$ cat src/rtl/cu_hmi_multi.sv
// Host-link command decoder: synchronises din_rdy, decodes single/two-byte commands
// and emits one-clock Moore command pulses, with optional gating on device select.
module cu_hmi_multi #(
   parameter int DEV_AW     = 3,
   parameter int PKT_AW     = 5,
   parameter int SYNC_DEPTH = 4,
   parameter int TMO_CYC    = 255,
   parameter int GATE_SEL   = 0
) (
   input  logic                  clk,
   input  logic                  res,
   input  logic                  din_rdy,
   input  logic [7:0]            din,
   input  logic [DEV_AW-1:0]     dev_addr,
   output logic                  cmd_reset,
   output logic                  cmd_rst_dac,
   output logic                  cmd_inc_dac,
   output logic                  cmd_rst_test,
   output logic                  cmd_startup,
   output logic                  cmd_read,
   output logic                  cmd_dac_wr,
   output logic                  cmd_err,
   output logic                  busy,
   output logic [7:0]            dac_val,
   output logic [PKT_AW-1:0]     pkt_addr,
   output logic                  cmd_dev_sel,
   output logic [2*DEV_AW+1:0]   dev_sel_byte
);

   typedef enum logic [3:0] {
      S_IDLE, S_CHECK, S_ADDRS, S_READ, S_CMD, S_SELFPGA, S_RESET, S_RES_DAC,
      S_INC_DAC, S_RES_TEST, S_STARTUP, S_ARG_WAIT, S_ARG_LOAD, S_DAC_WR, S_ERR
   } state_t;

   localparam logic [15:0] TMO = 16'(TMO_CYC);

   state_t                  state_q, state_d;
   logic [SYNC_DEPTH-1:0]   shift_q, shift_d;
   logic [7:0]              data_q, data_d;
   logic [15:0]             timer_q, timer_d;
   logic [PKT_AW-1:0]       pkt_q, pkt_d;
   logic [7:0]              dac_q, dac_d;
   logic [DEV_AW-1:0]       dar_q, dar_d;
   logic                    ovr_q, ovr_d;

   logic                    strobe;
   logic                    accept;
   logic                    pulse_en;

   always_ff @(posedge clk or posedge res) begin
      if (res) begin
         state_q <= S_IDLE;
         shift_q <= '0;
         data_q  <= '0;
         timer_q <= '0;
         pkt_q   <= '0;
         dac_q   <= '0;
         dar_q   <= '1;
         ovr_q   <= 1'b0;
      end else begin
         state_q <= state_d;
         shift_q <= shift_d;
         data_q  <= data_d;
         timer_q <= timer_d;
         pkt_q   <= pkt_d;
         dac_q   <= dac_d;
         dar_q   <= dar_d;
         ovr_q   <= ovr_d;
      end
   end

   always_comb begin
      shift_d = {shift_q[SYNC_DEPTH-2:0], din_rdy};
      strobe  = shift_q[SYNC_DEPTH-2] & ~shift_q[SYNC_DEPTH-1];
      accept  = (state_q == S_IDLE) || (state_q == S_ARG_WAIT);
      data_d  = (strobe && accept) ? din : data_q;
      // A byte arriving mid-command is discarded and flagged one clock later.
      ovr_d   = strobe && !accept;

      state_d = state_q;
      timer_d = '0;
      pkt_d   = pkt_q;
      dac_d   = dac_q;
      dar_d   = dar_q;

      case (state_q)
         S_IDLE:    if (strobe) state_d = S_CHECK;
         S_CHECK: begin
            case (data_q[7:6])
               2'b10:   state_d = S_ADDRS;
               2'b01:   state_d = S_CMD;
               2'b11:   state_d = S_SELFPGA;
               default: state_d = S_ERR;
            endcase
         end
         S_ADDRS: begin
            pkt_d   = data_q[PKT_AW-1:0];
            state_d = S_READ;
         end
         S_SELFPGA: begin
            dar_d   = data_q[DEV_AW-1:0];
            state_d = S_IDLE;
         end
         S_CMD: begin
            case (data_q[2:0])
               3'd1:    state_d = S_RESET;
               3'd2:    state_d = S_RES_DAC;
               3'd3:    state_d = S_INC_DAC;
               3'd4:    state_d = S_ARG_WAIT;
               3'd5:    state_d = S_RES_TEST;
               3'd6:    state_d = S_STARTUP;
               default: state_d = S_ERR;
            endcase
         end
         S_ARG_WAIT: begin
            if (strobe) begin
               state_d = S_ARG_LOAD;
            end else if (timer_q >= TMO) begin
               state_d = S_ERR;
            end else begin
               timer_d = (timer_q == '1) ? timer_q : timer_q + 16'd1;
            end
         end
         S_ARG_LOAD: begin
            dac_d   = data_q;
            state_d = S_DAC_WR;
         end
         default:   state_d = S_IDLE;
      endcase
   end

   assign cmd_dev_sel  = (dar_q == dev_addr);
   assign dev_sel_byte = {cmd_dev_sel, dar_q, 1'b0, dev_addr};
   assign pulse_en     = (GATE_SEL == 0) || cmd_dev_sel;

   assign cmd_reset    = pulse_en && (state_q == S_RESET);
   assign cmd_rst_dac  = pulse_en && (state_q == S_RES_DAC);
   assign cmd_inc_dac  = pulse_en && (state_q == S_INC_DAC);
   assign cmd_rst_test = pulse_en && (state_q == S_RES_TEST);
   assign cmd_startup  = pulse_en && (state_q == S_STARTUP);
   assign cmd_read     = pulse_en && (state_q == S_READ);
   assign cmd_dac_wr   = pulse_en && (state_q == S_DAC_WR);
   assign cmd_err      = (state_q == S_ERR) || ovr_q;
   assign busy         = (state_q != S_IDLE);
   assign dac_val      = dac_q;
   assign pkt_addr     = pkt_q;

endmodule

$ cat config.mk
export PLATFORM = sky130hd
export DESIGN_NAME = cu_hmi_multi
export DESIGN_NICKNAME = d
export VERILOG_FILES = /design/src/rtl/cu_hmi_multi.sv
export SDC_FILE = /design/constraint.sdc
export NUM_CORES = 1
export LEC_CHECK = 0
export CAP_MARGIN = 20
export CORE_MARGIN = 5
export CORE_UTILIZATION = 45
export CTS_CLUSTER_DIAMETER = 40
export DETAILED_ROUTE_END_ITERATION = 10
export PLACE_DENSITY = 0.71
export SYNTH_ARGS = -nofsm -noshare
export SYNTH_HDL_FRONTEND = slang
export SYNTH_SLANG_ARGS = --single-unit
$ cat constraint.sdc
create_clock -name clk -period 1.6 [get_ports clk]
set_input_delay 0.16 -clock clk [delete_from_list [all_inputs] [get_ports clk]]
set_output_delay 0.16 -clock clk [all_outputs]
set_load 0.01 [all_outputs]
==> reports/metrics.cfg <==
[outcome]
status = complete, but fails checks
violations = setup timing

[cells_and_area]
fin_nets = 272
nFillCells = 378
syn_to_final_growth_pct = 37.7
multi_input_area_um2 = 961
final_layout_size_suffix_gt1_share_pct = 32.7
n_antenna_cell = 0
seqCellArea_um2 = 1230

[clock_tree]
cts.path.max_buffers = 2
cts_buffers = 5
h-tree-depth = 2
cts_hold_buf = 0
cts.sinks = 49
clockRootBuffer = clkbuf_8
clk_latency_ns = 0.30
cts_tree = built
clk_pin_slew_ns = 0.08

[floorplanning]
die_w_um = 79.5
placement_rows = 25
io_pins = 45
coreArea_um2 = 4690
initial_core_util_pct = 46.3
die-area_um2 = 6310
die_h_um = 79.5

[sta]
period_share_pct = 104
fmax_mhz = 604
hold_viol_final = 0
setup_ws_ns = -0.0568
finalSetupViolCount = 8
grt_setup_unrepaired = yes
period_minus_slack_ns = 1.66
finClkSkew_ns = 0.00556
maxSlewHeadroom_pct = 63.9
finalMaxSlewViolations = 0
max_slew.worst_pin.slew_ns = 0.536

[pwr]
power_frac_seq_pct = 39.9
peakVddDrop_mv = 0.887
power_density_nw_per_um2 = 1540
combinationalPowerShare_pct = 44.7
intPower_mw = 3.12
netSwitchingFraction_pct = 32.0
total_power_mw = 4.60
switching_power_mw = 1.47
p_clk_share_pct = 15.4
p_leak_nw = 1.35

[critical_path]
crit_fanout = 8
end_kind = register
reg2reg_from = state_q[0]
startpoint_type = register
crit_type = reg -> reg
r2r_slack_ns = -0.06
cp.required_ns = 1.79
r2r_end = data_q[4]
reg2reg_depth = 4
worstPathArrival_ns = 1.84

[synth]
synth-async-reset-ratio_pct = 100
synth_top_family_by_area = simple AND/OR/NAND/NOR gates
muxShareOfSynthArea_pct = 13.4
synth.largest_area_cell = dfrtp_1
synthDistinctLibCells = 37
yosys_warnings = 0
avgSynthCellArea_um2 = 11.9
synthXorXnorAreaFrac_pct = 5.24
synthAdderAreaFrac_pct = 0.576
yosysTopAreaCellShare_pct = 53.0
synth_compound_area_share_pct = 5.82
synth_common_cells = 46 x dfrtp_1, 24 x mux2_2, 18 x nor2_1
ys_ff_latch = 49
netlist_top_cells_area = dfrtp_1 53%, mux2_2 12%, dfstp_2 3.6%, xor2_1 3.2%, nor2_1 3.1%
ys_seq_area_share_pct = 56.7
synth_edf_count = 0
synth_simple_gate_area_share_pct = 14.8
netlist_instances = 182
synth_area_um2 = 2170
yosysMostFrequentCell = dfrtp_1
synth_top_flop_cell = dfrtp_1

[hold_path]
hp-class = in -> async

[routing]
avgViaCountPerCell = 5.09
wl_um = 4320
wl_per_cell_um = 13.9
ant_nets = 0
drt_iter0_drc = 52
remaining_drc_errors = 0
vias = 1582
drtPass1Iterations = 4

[global_routing]
antenna_found_initial = 0
grt_overflow = 0
grt_pass1_wl_um = 7270
grt_usage_pct = 14.7
grt_pass1_vias = 1587
grt_max_degree = 24

[place]
routabilityCongestion = 0.802
pre_cts_ws_ns = -0.119
io_buffers = 43
hpwl_um = 3210

[flow_run]
maxCapViolCount = 0

cells in the final DEF (no fill, tap or decap), drive strengths merged, types with 6 or more instances in the layout:
cell and n:
nand3 7, nand2 7, mux2 24, nor2 18, nand2b 7, conb 9
clkbuf 13, dfrtp 46, clkdlybuf4s50 32, xor2 8, buf 31, nor3 6
area by class of cell:
type | count | share of cell area (%)
clock buffers | 7 | 2.89
inverters | 2 | 0.251
multi-input cells | 127 | 32.1
flip-flops and latches | 49 | 41.2
well taps | 54 | 2.26
repair buffers | 72 | 21.2
routing by layer:
metal  vias to the layer above  track usage [%]  share of wire, %
met5                         -                0                 0
met1                       756             18.9                45
met4                         0             6.70               2.1
met2                        46             23.8                48
li1                        771                -                 -
met3                         9             3.05               5.3
sequential cells by signal, indices dropped and copies added (netlist names):
name / flops
ovr_q: 1
shift_q: 4
state_q: 4
data_q: 8
dar_q: 3
dac_val: 8
pkt_addr: 5
timer_q: 16
per-stage QoR:
stage | instance area (um2) | hold slack [ns] | TNS [ns] | cells | utilization, %
floorplan | 2200 | 0.191 | -0.613 | 190 | -
global placement | 2830 | 0.332 | -0.851 | 298 | 60.3
detailed placement | 2830 | 0.336 | -1.15 | 298 | 60.3
CTS | 2980 | 0.157 | -0.497 | 308 | 63.4
global route | 2990 | 0.180 | -0.767 | 311 | 63.7
finish | 2990 | 0.150 | -0.396 | 311 | 63.7
power groups by stage:
stage	logic, mW	registers, mW	clock network (mW)
final	2.05	1.84	0.708
after global placement	1.85	1.85	0
after CTS	1.99	1.84	0.723
after detailed placement	1.88	1.86	0
after floorplan	1.06	1.81	0
after global routing	2.20	1.89	0.776
critical path, cell delays in order, from the launching register on:
cell and delay [ns]:
dfrtp_2 0.44, or3_4 0.39, a211oi_4 0.24, buf_12 0.17
mux2_4 0.30
what timing repair did:
item | CTS | global route
gates cloned | 0 | 0
buffers inserted | 3 | 3
endpoints found under the hold margin | 0 | 0
resized for setup | 36 | 16
pin swaps | 1 | 1
setup endpoints to repair | 20 | 20
how the worst max path moves through the flow:
stage / from / to / slack (ns) / cells after the start
6_report: state_q[0] / data_q[4] / -0.06 / 4
5_1_grt: state_q[3] / data_q[4] / -0.1 / 4
4_1_cts: state_q[0] / data_q[4] / -0.07 / 4
3_5_place_dp: dev_addr[1] / dev_sel_byte[7] / -0.12 / 4
3_3_place_gp: dev_addr[1] / cmd_dev_sel / -0.09 / 4
2_1_floorplan: state_q[0] / data_q[0] / -0.08 / 3
cells by family after synthesis:
kind of cell | count (synthesis)
other | 1
DFF | 49
xor gates and xnor gates | 13
AOI/OAI and AO/OA | 17
muxes | 26
buffers and inverters | 14
adders and majority gates | 1
and+or+nand+nor | 61
(Power assumes the default switching activity.)
